### src/rtl/button_debounce.sv
`default_nettype none
// ============================================================================
// Module   : button_debounce
// Purpose  : Synchronises and debounces NUM_BTNS asynchronous push-button
//            inputs into clean, glitch-free levels for the per-button edge
//            detector feeding the mole-hit logic. Channels are independent.
// Revision : 1.0 - initial release
// ----------------------------------------------------------------------------
// Parameters
//   NUM_BTNS         number of button channels (>= 1)
//   DEBOUNCE_CYCLES  clk cycles a new level must hold before it is accepted
//                    (>= 2; 1000000 = 10 ms at 100 MHz)
// Ports
//   clk        in   1         system clock, all logic on posedge
//   n_reset    in   1         asynchronous, active-low reset
//   btn_raw    in   NUM_BTNS  raw button pins, asynchronous to clk, active-high
//   btn_level  out  NUM_BTNS  debounced level per channel, registered
//   btn_busy   out  NUM_BTNS  1 while a channel is qualifying a candidate change
// ============================================================================
module button_debounce #(
  parameter int NUM_BTNS        = 4,
  parameter int DEBOUNCE_CYCLES = 1000000
) (
  input  logic                clk,
  input  logic                n_reset,
  input  logic [NUM_BTNS-1:0] btn_raw,
  output logic [NUM_BTNS-1:0] btn_level,
  output logic [NUM_BTNS-1:0] btn_busy
);

  // The counter only ever holds 0 .. DEBOUNCE_CYCLES-1, so clog2 bits suffice.
  localparam int              CNT_W    = $clog2(DEBOUNCE_CYCLES);
  localparam logic [CNT_W-1:0] CNT_LAST = CNT_W'(DEBOUNCE_CYCLES - 1);
  localparam logic [CNT_W-1:0] CNT_ONE  = CNT_W'(1);

  typedef enum logic [0:0] {
    ST_STABLE  = 1'b0,
    ST_QUALIFY = 1'b1
  } state_t;

  // --------------------------------------------------------------------------
  // Two-flop synchroniser per bit. Only the second stage is consumed.
  // --------------------------------------------------------------------------
  logic [NUM_BTNS-1:0] sync1;
  logic [NUM_BTNS-1:0] sync2;

  always_ff @(posedge clk or negedge n_reset) begin
    if (!n_reset) begin
      sync1 <= '0;
      sync2 <= '0;
    end else begin
      sync1 <= btn_raw;
      sync2 <= sync1;
    end
  end

  // --------------------------------------------------------------------------
  // Per-channel qualification FSM.
  // A candidate change must be seen on sync2 for DEBOUNCE_CYCLES consecutive
  // cycles; any reversion throws away all accumulated credit. Because the
  // counter is cleared on acceptance, the level can change at most once per
  // DEBOUNCE_CYCLES cycles.
  // --------------------------------------------------------------------------
  genvar ch;
  generate
    for (ch = 0; ch < NUM_BTNS; ch++) begin : g_chan
      state_t           state;
      logic [CNT_W-1:0] cnt;
      logic             level;
      logic             busy;

      always_ff @(posedge clk or negedge n_reset) begin
        if (!n_reset) begin
          state <= ST_STABLE;
          cnt   <= '0;
          level <= 1'b0;
          busy  <= 1'b0;
        end else begin
          case (state)
            ST_STABLE: begin
              if (sync2[ch] != level) begin
                // The first differing sample already counts as cycle 1.
                state <= ST_QUALIFY;
                cnt   <= CNT_ONE;
                busy  <= 1'b1;
              end
            end

            ST_QUALIFY: begin
              if (sync2[ch] == level) begin
                // Bounced back: drop the candidate, no partial credit kept.
                state <= ST_STABLE;
                cnt   <= '0;
                busy  <= 1'b0;
              end else if (cnt == CNT_LAST) begin
                // Held for the full window: accept the new level.
                state <= ST_STABLE;
                cnt   <= '0;
                level <= sync2[ch];
                busy  <= 1'b0;
              end else begin
                cnt <= cnt + CNT_ONE;
              end
            end

            default: begin
              state <= ST_STABLE;
              cnt   <= '0;
              busy  <= 1'b0;
            end
          endcase
        end
      end

      assign btn_level[ch] = level;
      assign btn_busy[ch]  = busy;
    end
  endgenerate

endmodule
`default_nettype wire

### config.mk
export PLATFORM = sky130hd
export DESIGN_NAME = button_debounce
export DESIGN_NICKNAME = d
export VERILOG_FILES = /design/src/rtl/button_debounce.sv
export SDC_FILE = /design/constraint.sdc
export NUM_CORES = 1
export LEC_CHECK = 0
export ABC_AREA = 1
export CORE_AREA = 2 2 121 94
export DETAILED_ROUTE_END_ITERATION = 8
export DIE_AREA = 0 0 123 96
export HOLD_SLACK_MARGIN = 0.1
export PLACE_DENSITY = 0.83
export SYNTH_ARGS = -nofsm -noshare
export SYNTH_HDL_FRONTEND = slang
export SYNTH_SLANG_ARGS = --single-unit
export TNS_END_PERCENT = 30
### constraint.sdc
create_clock -name clk -period 1.5 [get_ports clk]
set_clock_uncertainty 0.1 [all_clocks]
set_input_delay 0.3 -clock clk [delete_from_list [all_inputs] [get_ports clk]]
set_output_delay 0.3 -clock clk [all_outputs]
set_load 0.01 [all_outputs]
# == Yosys cells after proc, flatten, opt, wreduce, memory -nomap -nowiden ==
# Cells that the tools add are included.
# W data, S select, Z words.
# totals
register_bits,100
inputBits,6
out_inout_bits,8
elab_cells,106
# op_classes
mux,48
n_bitwise,8
reduce_logical,8
add_sub_neg,4
eq_ne,20
# ops
cell,count
$mux W20,12
$pmux W20 S2,4
$add A20 B1 Y20 const B,4
$eq A20 B20 Y1 const B,4
$mux W1,24
$pmux W1 S2,8
$ne A3 B1 Y1 const B,4
$reduce_and A3 Y1,4
$ne A2 B2 Y1 const B,4
$not A1 Y1,8
$reduce_and A2 Y1,4
$eq A1 B1 Y1,4
$ne A1 B1 Y1,4

# == Longest topological paths before layout ==
# Gate-level depths: netlist of run 1.
# depth
depth_word,4
depth_mapped,11
mapped_depth_nobuf,11

# == Worst setup path after synthesis of run 1 ==
# Ideal clock, no wire load.
# synth_path
kind,register to register
startpoint,reg g_chan[3].cnt[0]
endpoint,reg g_chan[3].busy
synth_period_minus_slack_ps,1526
required_ps,1282
path_buffers,1
t_arrival_ps,1308
path_slack_ps,-26
path_stages_with_launch,12
path_cell_list,dfrtp_1 ha_1 nand2_2 nor2_4 inv_2 nor2_2 nand3_2 nand2_2 buf_6 nand2_2 nand2_1 nand2_1
# synth_via
elab_chain_cells,3
# synth_lines
item,line,source
start: declaration,68,logic [CNT_W-1:0] cnt;
start signal: assignment,102,cnt <= cnt + CNT_ONE;
$eq A20 B20 Y1,95,end else if (cnt == CNT_LAST) begin
$ne A3 B1 Y1 (no line),-,
$reduce_and A2 Y1 (no line),-,
end signal: assignment,94,busy <= 1'b0;
end signal: assignment,100,busy <= 1'b0;
end signal: assignment,109,busy <= 1'b0;
end: declaration,70,logic busy;
# Every way passes these cells.
# A chain may end at the register's enable or synchronous reset.

# == Worst setup path in the final report of run 1 ==
# layout_path
startpoint,reg g_chan[1].cnt[0]
endpoint,reg g_chan[1].busy
# layout_via
elab_chain_cells,3
# layout_lines
item,line
start: declaration,68
start signal: assignment,102
$eq A20 B20 Y1,95
$ne A3 B1 Y1 (no line),-
$reduce_and A2 Y1 (no line),-
end signal: assignment,94
end signal: assignment,100
end signal: assignment,109
end: declaration,70
# Every way passes these cells.

==> flow_metrics.env, run 1 <==
export IMPL_status="complete, but fails checks"
export IMPL_violations="setup timing"
export IMPL_netlist_instances=774
export IMPL_io_pins=14
export IMPL_cts_htree_levels=3
export IMPL_ys_flop_type="dfrtp_1"
export IMPL_end_kind="register"
export IMPL_root_buffer="clkbuf_16"
export IMPL_period_needed_ns=1.71
export IMPL_r2r_setup_slack_ns=-0.21
export IMPL_cp_max_fo=5
export IMPL_drt_pass1_iterations=5
export IMPL_start_util_pct=54.4
export IMPL_clockPowerShare_pct=34.2
export IMPL_core_area_sq_mm=0.0107
export IMPL_fmax_ghz=0.586
export IMPL_path_class="reg2reg"
export IMPL_antenna_cells=0
export IMPL_hold_path_depth=0
export IMPL_routed_via_density=5.40
export IMPL_seq_area_frac_synth_pct=43.2
export IMPL_grt_pass1_wl_mm=23.4
export IMPL_synth_seq_cells=100
export IMPL_start_kind="register"
export IMPL_p_seq_share_pct=43.1
export IMPL_hold_viol_final=0
export IMPL_netSwitchingPower_w=0.00211
export IMPL_io_buffer_count=13
export IMPL_p_leak_nw=3.61
export IMPL_rows=33
export IMPL_clkSinkCount=100
export IMPL_cts_tree="yes"
export IMPL_slew_viol_final=0
export IMPL_nNetsFinal=919
export IMPL_setup_ws_ns=-0.207
export IMPL_power_density_mw_per_mm2=907
export IMPL_fin_setup_tns_ns=-6.72
export IMPL_crit_slowest_cell="dfrtp_1"
export IMPL_synth_cell_type_count=36
export IMPL_yosys_area_top_type="dfrtp_1"
export IMPL_layout_commonest_cell="nand2_1"
export IMPL_path_cells="ha_2 -> nand2_2 -> inv_4 -> nand3_4 -> nor2_4 -> nand2_4 -> nand2_4 -> nand2_2 -> nand2_1 -> o21ai_1"
export IMPL_syn_nets=784
export IMPL_clk_latency_ns=0.35
export IMPL_dieHeight_um=96
export IMPL_fin_hold_ws_ns=0.249
export IMPL_rr_worst_depth=10
export IMPL_use_met1_pct=34.6
export IMPL_drive_gt1_share_pct=29.3
export IMPL_syn_area_per_cell_sq_um=7.48
export IMPL_p_int_w=0.00492
export IMPL_drt_iter0_drc=438
export IMPL_swShare_pct=30.0
export IMPL_final_cell_mix="nand2_1 (203), buf_4 (106), dfrtp_1 (99)"
export IMPL_asyncSetResetFlopFracSynth_pct=100
export IMPL_wl_mm=15.0
export IMPL_synth_area_leaders="dfrtp_1 (43%), nand2_1 (14%), nand3_1 (6.7%)"
export IMPL_instances_no_fill=1054
export IMPL_path_clk_slew_ns=0.07
export IMPL_numCtsBuffers=9
export IMPL_overflow=0
export IMPL_synth_enable_flop_cells=0
export IMPL_wl_per_cell_um=14.2
export IMPL_use_met3_pct=5.27
export IMPL_die_area_sq_mm=0.0118
export IMPL_fp_dieW_um=123
export IMPL_grt_pass1_vias=5171
export IMPL_dp_cells=1006
export IMPL_p_comb_share_pct=22.6
export IMPL_drc_errors=0
export IMPL_grt_antenna_before_repair=0
export IMPL_arrival_ns=1.85
export IMPL_area_delta_synth_final_pct=33.8
export IMPL_crit_required_ns=1.64
export IMPL_hpwl_mm=9.43
export IMPL_cts_buffer_depth=2
export IMPL_syn_area_sq_mm=0.00579
export IMPL_tightest_slew_ns=0.464
export IMPL_maxCapViolCount=0
export IMPL_ant_nets=0
export IMPL_fin_crit_sh_pct=114
export IMPL_ir_drop_v=0.000984
export IMPL_grt_busiest_layer="met2"
export IMPL_gp_congestion=0.905
export IMPL_pre_cts_slack_ns=-0.132
export IMPL_grt_util_all_layers_pct=24.8
export IMPL_vias=5690
export IMPL_hp_class="reg2reg"
export IMPL_slew_headroom_pct=68.8
export IMPL_use_met2_pct=40.5
export IMPL_p_total_w=0.00703
export IMPL_rsz0062_at_grt="true"
export IMPL_setup_viol=86
export IMPL_grt_max_degree=56
export IMPL_yosysTopAreaCellShare_pct=43.2
export IMPL_synth_warnings=0
export IMPL_critPathMaxStageDelay_ns=0.37
## timing repair
action                                  in CTS  in global routing
hold buffers                                 1                  0
buffers inserted                            13                 17
pin swaps                                   22                 46
endpoints found under the hold margin      100                  0
gates resized for setup                     62                 99
cloned                                       3                  1
endpoints found under the setup margin      85                 91
## power by group through the flow
stage	combinational, W	clock [W]	sequential (W)
after CTS	0.00137	0.00243	0.00300
after global routing	0.00174	0.00256	0.00306
after detailed placement	0.00124	0	0.00306
after floorplan	0.000709	0	0.00305
final	0.00159	0.00241	0.00303
after global placement	0.00122	0	0.00305
## synthesized netlist by cell type (all sizes together) (4+ instances only)
master and count:
a21oi 14, buf 16, dfrtp 100, ha 4
inv 94, nand2 235, nand3 81, nand4 16
nor2 86, nor3 22, o21ai 33, o21bai 4
o22ai 22, or2 5, xor2 28
## path summary, 6_finish.rpt
path	start	endpoint
min	sync1[0]	sync2[0]
min reg2reg	sync1[0]	sync2[0]
min in group asynchronous	n_reset	g_chan[2].cnt[8]
max reg2reg	g_chan[1].cnt[0]	g_chan[1].busy
max	g_chan[1].cnt[0]	g_chan[1].busy
max in group asynchronous	n_reset	g_chan[0].cnt[3]
## metal layers
metal | up-vias | part of all wire (%)
met2 | 165 | 48
li1 | 2771 | -
met1 | 2729 | 45
met3 | 25 | 5.2
met4 | 0 | 1.3
met5 | - | 0
## cell type report
type / count / area (sq um)
multi-input cells: 564 / 3230
fillers: 762 / 2900
flip-flops and latches: 100 / 2500
repair buffers: 138 / 1150
inverters: 95 / 377
clock buffers: 10 / 239
well taps: 140 / 175
clock inverters: 6 / 70.1
repair inverters: 1 / 6.26
## sequential cells by signal, indices dropped and copies added, names as in the netlist
register,flops
g_chan.busy,4
g_chan.cnt,80
g_chan.level,4
g_chan.state,4
sync1,4
sync2,4
## worst max-delay path, delay by kind of cell (launching register included)
kind	cells	cell delay (ns)
AND/OR/NAND/NOR	7	0.77
AO/OA/AOI/OAI	1	0.06
adder cells (fa/ha/maj)	1	0.20
flip-flops	1	0.37
buffers and inverters	1	0.10
## metrics by stage
stage          instance area (sq um)  utilization, %
3_5_place_dp                    6710            63.0
5_1_grt                         7750            72.8
4_1_cts                         7300            68.5
2_1_floorplan                   5790               -
3_3_place_gp                    6710            63.0
6_report                        7750            72.8
## cells by family after synthesis
logic type,share of synthesized area (%)
AND/OR/NAND/NOR,34.8
AO/OA/AOI/OAI,8.36
XOR/XNOR,4.38
adder cells (fa/ha/maj),0.864
flip-flops,43.2
buffers and inverters,8.40
Power figures use the tool's default switching activity.
==> inputs of run 2 (changes only) <==
--- a/config.mk
+++ b/config.mk
@@ -5,10 +5,10 @@
 export SDC_FILE = /design/constraint.sdc
 export NUM_CORES = 1
 export LEC_CHECK = 0
-export ABC_AREA = 1
-export CORE_AREA = 2 2 121 94
+export CORE_AREA = 2 2 116 90
+export CTS_BUF_LIST = sky130_fd_sc_hd__clkbuf_8 sky130_fd_sc_hd__clkbuf_16
 export DETAILED_ROUTE_END_ITERATION = 8
-export DIE_AREA = 0 0 123 96
+export DIE_AREA = 0 0 118 92
 export HOLD_SLACK_MARGIN = 0.1
 export PLACE_DENSITY = 0.83
 export SYNTH_ARGS = -nofsm -noshare
==> flow_metrics.env, run 2 <==
export IMPL_root_buffer="clkbuf_16"
export IMPL_clkSinkCount=100
export IMPL_fillCellCount=465
export IMPL_cts_tree="yes"
export IMPL_crit_required_ns=1.63
export IMPL_slew_headroom_pct=69.8
export IMPL_fin_crit_sh_pct=146
export IMPL_period_needed_ns=2.19
export IMPL_use_met1_pct=45.1
export IMPL_drc_errors=0
export IMPL_regMostFlops="g_chan.cnt"
export IMPL_use_met2_pct=62.9
export IMPL_io_buffer_count=13
export IMPL_grt_pass1_vias=6136
export IMPL_io_pins=14
export IMPL_cts_buffer_depth=2
export IMPL_rows=32
export IMPL_final_util_pct=82.1
export IMPL_grt_max_degree=28
export IMPL_seq_area_frac_synth_pct=47.2
export IMPL_r2r_start="g_chan[0].cnt[10]"
export IMPL_wl_per_cell_um=25.0
export IMPL_cp_max_fo=15
export IMPL_vias=6470
export IMPL_yosys_area_top_type="dfrtp_1"
export IMPL_path_clk_slew_ns=0.08
export IMPL_syn_area_per_cell_sq_um=9.28
export IMPL_layout_commonest_cell="buf_4"
export IMPL_drive_gt1_share_pct=44.2
export IMPL_ant_nets=0
export IMPL_antenna_cells=0
export IMPL_grt_pass1_wl_mm=32.0
export IMPL_wl_mm=22.5
export IMPL_start_util_pct=53.6
export IMPL_setup_ws_ns=-0.687
export IMPL_ir_drop_v=0.000885
export IMPL_hpwl_mm=10.7
export IMPL_die_area_sq_mm=0.0109
export IMPL_hold_viol_final=0
export IMPL_netlist_instances=571
export IMPL_violations="setup timing"
export IMPL_drt_iter0_drc=1000
export IMPL_numCtsBuffers=9
export IMPL_start_kind="register"
export IMPL_grt_antenna_before_repair=0
export IMPL_synth_enable_flop_cells=0
export IMPL_tightest_slew_ns=0.452
export IMPL_cts_htree_levels=3
export IMPL_core_area_sq_mm=0.00989
export IMPL_synth_warnings=0
export IMPL_nNetsFinal=769
export IMPL_p_leak_nw=3.63
export IMPL_yosysTopAreaCellShare_pct=47.2
export IMPL_fmax_ghz=0.457
export IMPL_dieHeight_um=92
export IMPL_min_delay_start="sync1[3]"
export IMPL_setup_viol=91
export IMPL_grt_busiest_layer="met2"
export IMPL_arrival_ns=2.32
export IMPL_slew_viol_final=0
export IMPL_final_area_sq_mm=0.00812
export IMPL_ys_top_cells_by_count="dfrtp_1 (100), nand2_1 (75), nand3_1 (50), a31oi_1 (44), a21oi_1 (39)"
export IMPL_maxCapViolCount=0
export IMPL_startpoint="g_chan[0].cnt[10]"
export IMPL_rsz0062_at_grt="true"
export IMPL_clk_latency_ns=0.37
export IMPL_largest_reg_flops=80
export IMPL_status="complete, but fails checks"
export IMPL_fin_setup_tns_ns=-44.66
export IMPL_fp_dieW_um=118
export IMPL_gp_congestion=0.907
export IMPL_final_cell_mix="buf_4 (163), dfrtp_1 (99), nand2_1 (71)"
export IMPL_syn_nets=581
export IMPL_asyncSetResetFlopFracSynth_pct=100
export IMPL_area_delta_synth_final_pct=53.2
export IMPL_use_met3_pct=9.33
export IMPL_ys_flop_type="dfrtp_1"
export IMPL_synth_cell_type_count=53
export IMPL_fin_hold_ws_ns=0.256
export IMPL_synth_most_common_cell="dfrtp_1"
export IMPL_hp_class="reg2reg"
export IMPL_overflow=0
export IMPL_pre_cts_slack_ns=-0.681
export IMPL_power_density_mw_per_mm2=799
export IMPL_grt_util_all_layers_pct=37.5
export IMPL_synth_seq_cells=100
export IMPL_path_class="reg2reg"
export IMPL_synth_area_leaders="dfrtp_1 (47%), nand2_1 (5.3%), a31oi_1 (5.2%)"
export IMPL_routed_via_density=7.19
export IMPL_syn_area_sq_mm=0.00530
export IMPL_end_kind="register"
export IMPL_drt_pass1_iterations=6
export IMPL_placed_cell_area_sq_mm=0.00689
run 2: worst paths after layout:
check                                    end  slack [ns]  cells after the start
setup / recovery           g_chan[0].cnt[12]       -0.69                      7
hold / removal                      sync2[3]        0.26                      0
setup reg to reg           g_chan[0].cnt[12]       -0.69                      7
hold reg to reg                     sync2[3]        0.26                      0
max in group asynchronous  g_chan[0].cnt[15]        0.41                      3
min in group asynchronous  g_chan[1].cnt[15]        0.31                      2
run 2: kinds of logic (layout without fill, tap and decap cells):
kind of cell | after synthesis | in the layout | share of synthesized area [%]
compound gates | 166 | 168 | 20.6
xor+xnor | 4 | 4 | 0.661
fa+ha+maj | 4 | 4 | 0.945
buf+inv | 40 | 231 | 3.94
flops | 100 | 100 | 47.2
mux | 8 | 8 | 1.58
simple gates | 249 | 249 | 25.1
run 2: timing repair:
| item | CTS | global route |
|---|---|---|
| setup endpoints to repair | 100 | 93 |
| gates cloned | 2 | 2 |
| hold buffers | 1 | 0 |
| endpoints found under the hold margin | 40 | 0 |
| buffers inserted | 8 | 7 |
| gates resized for setup | 113 | 67 |
| pin swaps | 49 | 33 |
run 2: area by class of cell:
cell class	instances	area (sq um)	area share [%]
repair buffers	207	1760	21.7
inverters	8	30.0	0.370
well taps	136	170	2.10
flip-flops and latches	100	2500	30.9
clock inverters	6	91.3	1.13
clock buffers	10	239	2.94
multi-input cells	433	3320	40.9
run 2: worst max-delay path, stage by stage (launching register included):
cell and delay (ns):
dfrtp_1 0.39, or4_4 0.55, nor4b_4 0.33, a21oi_4 0.15, buf_8 0.19, buf_4 0.15
nand2_1 0.08, a31oi_1 0.13
run 2: power breakdown:
| part | switching [W] | total, W | internal [W] |
|---|---|---|---|
| logic | 0.000495 | 0.000914 | 0.000420 |
| registers | 0.000109 | 0.00289 | 0.00278 |
| clock network | 0.00115 | 0.00268 | 0.00153 |
run 2: per-layer routing:
layer	share of wire, %	vias to the layer above
met5	0	-
met4	7.5	0
met3	11	216
met2	46	639
met1	36	3082
li1	-	2533
run 2: through the flow:
stage,cells,power [W]
after CTS,891,0.00624
after global placement,864,0.00353
final,900,0.00648
after detailed placement,864,0.00358
after global routing,900,0.00662
after floorplan,571,0.00321
==> inputs of run 3 (changes only) <==
==> config.mk (replaced) <==
export PLATFORM = sky130hd
export DESIGN_NAME = button_debounce
export DESIGN_NICKNAME = d
export VERILOG_FILES = /design/src/rtl/button_debounce.sv
export SDC_FILE = /design/constraint.sdc
export NUM_CORES = 1
export LEC_CHECK = 0
export CORE_AREA = 10 10 124 98
export CTS_BUF_LIST = sky130_fd_sc_hd__clkbuf_8 sky130_fd_sc_hd__clkbuf_16
export DETAILED_ROUTE_END_ITERATION = 8
export DIE_AREA = 0 0 134 108
export HOLD_SLACK_MARGIN = 0.1
export PLACE_DENSITY = 0.83
export SYNTH_ARGS = -nofsm -noshare
export SYNTH_HDL_FRONTEND = slang
export SYNTH_SLANG_ARGS = --single-unit
==> flow_metrics.env, run 3 (synthesis results as in run 2) <==
export IMPL_status="complete, but fails checks"
export IMPL_violations="setup timing"
export IMPL_path_class="reg2reg"
export IMPL_crit_required_ns=1.65
export IMPL_dp_cells=877
export IMPL_p_comb_share_pct=16.2
export IMPL_fillCellCount=395
export IMPL_nNetsFinal=799
export IMPL_slew_headroom_pct=68.0
export IMPL_final_cell_mix="buf_4 (171), dfrtp_1 (100), nand2_1 (65)"
export IMPL_cts_buffer_depth=2
export IMPL_grt_antenna_before_repair=0
export IMPL_hpwl_mm=10.4
export IMPL_io_pins=14
export IMPL_netSwitchingPower_w=0.00180
export IMPL_slew_viol_final=0
export IMPL_root_buffer="clkbuf_16"
export IMPL_drt_pass1_iterations=9
export IMPL_rsz0062_at_grt="true"
export IMPL_p_int_w=0.00460
export IMPL_arrival_ns=2.37
export IMPL_fp_dieW_um=134
export IMPL_clockPowerShare_pct=38.5
export IMPL_area_delta_synth_final_pct=62.2
export IMPL_antenna_cells=0
export IMPL_regMostFlops="g_chan.cnt"
export IMPL_fmax_ghz=0.450
export IMPL_p_total_w=0.00640
export IMPL_period_needed_ns=2.22
export IMPL_grt_util_all_layers_pct=26.0
export IMPL_path_clk_slew_ns=0.07
export IMPL_cts_htree_levels=3
export IMPL_fin_crit_sh_pct=148
export IMPL_power_density_mw_per_mm2=745
export IMPL_die_area_sq_mm=0.0145
export IMPL_swShare_pct=28.1
export IMPL_numCtsBuffers=9
export IMPL_start_util_pct=53.6
export IMPL_gp_congestion=0.890
export IMPL_ir_drop_v=0.000644
export IMPL_routed_via_density=7.04
export IMPL_final_area_sq_mm=0.00859
export IMPL_wl_per_cell_um=25.2
export IMPL_cp_max_fo=6
export IMPL_cts_tree="yes"
export IMPL_clk_latency_ns=0.37
export IMPL_maxCapViolCount=0
export IMPL_largest_reg_flops=80
export IMPL_fin_setup_tns_ns=-49.93
export IMPL_dieHeight_um=108
export IMPL_vias=6544
export IMPL_rows=32
export IMPL_hold_viol_final=0
export IMPL_p_leak_nw=3.84
export IMPL_wl_mm=23.5
export IMPL_placed_cell_area_sq_mm=0.00715
export IMPL_drt_iter0_drc=962
export IMPL_setup_viol=89
export IMPL_ant_nets=0
export IMPL_instances_no_fill=930
export IMPL_start_kind="register"
export IMPL_core_area_sq_mm=0.00989
export IMPL_setup_ws_ns=-0.721
export IMPL_clkSinkCount=100
export IMPL_pre_cts_slack_ns=-0.612
export IMPL_drive_gt1_share_pct=50.8
export IMPL_layout_commonest_cell="buf_4"
export IMPL_end_kind="register"
export IMPL_grt_pass1_wl_mm=30.5
export IMPL_io_buffer_count=13
export IMPL_tightest_slew_ns=0.479
export IMPL_grt_max_degree=65
export IMPL_hp_class="reg2reg"
export IMPL_drc_errors=0
export IMPL_p_seq_share_pct=45.3
export IMPL_overflow=0
export IMPL_grt_pass1_vias=5971
run 3: changes by cell type in the layout (fill, tap and decap cells not counted), sizes merged:
cell           change
inv                -1
clkinvlp           +2
clkdlybuf4s15      -1
bufinv             -1
clkbuf             -1
buf               +28
or2                +2
a21oi              +1
dlygate4sd2        +1
run 3: timing repair:
item                                   4_1_cts  5_1_grt
gates cloned                                 5        3
setup endpoints to repair                  100       94
hold buffers                                 1        0
resized for setup                          135       77
endpoints found under the hold margin      100        0
pin swaps                                   52       40
setup buffers                               23       16
run 3: worst paths after layout:
path | from | end | slack (ns) | cells after the start
worst max-delay path | g_chan[1].cnt[13] | g_chan[1].cnt[18] | -0.72 | 7
worst min-delay path | sync1[1] | sync2[1] | 0.25 | 0
worst max register to register | g_chan[1].cnt[13] | g_chan[1].cnt[18] | -0.72 | 7
worst min register to register | sync1[1] | sync2[1] | 0.25 | 0
max in group asynchronous | n_reset | g_chan[3].busy | 0.49 | 3
min in group asynchronous | n_reset | g_chan[1].cnt[0] | 0.39 | 3
run 3: routing by layer:
layer  up-vias  GRT usage (%)  wire (um)  part of all wire [%]
met4         0           13.5       2080                   8.8
met3       234           5.93       2320                   9.9
met1      3133           30.6       8210                    35
li1       2591              -          -                     -
met2       586           44.0      10900                    46
met5         -              0          0                     0
run 3: power by group through the flow:
stage | Sequential (W) | Clock (W) | Combinational (W)
after floorplan | 0.00293 | 0 | 0.000323
after global placement | 0.00290 | 0 | 0.000660
after detailed placement | 0.00291 | 0 | 0.000697
after CTS | 0.00287 | 0.00241 | 0.000825
after global routing | 0.00291 | 0.00254 | 0.00108
final | 0.00290 | 0.00247 | 0.00104
run 3: worst max-delay path: stages (launching register included):
cell and delay, ns:
dfrtp_1 0.41, or4_4 0.56, nor4b_4 0.33, a21oi_4 0.13, buf_6 0.15, buf_8 0.13
a32oi_2 0.21, nand2_1 0.08
run 3: final cells by class:
class                   instances  area, sq um  area share, %
well taps                     136          170           1.98
repair buffers                234         2040           23.7
inverters                       8         32.5          0.379
multi-input cells             436         3550           41.3
clock inverters                 6         62.6          0.728
flip-flops and latches        100         2500           29.1
clock buffers                  10          239           2.78
run 3: per-stage QoR:
stage          hold WS (ns)  util (%)
6_report              0.248      86.9
3_3_place_gp          0.230      72.3
4_1_cts               0.254      82.5
5_1_grt               0.251      86.9
2_1_floorplan       -0.0956         -
3_5_place_dp          0.234      72.3
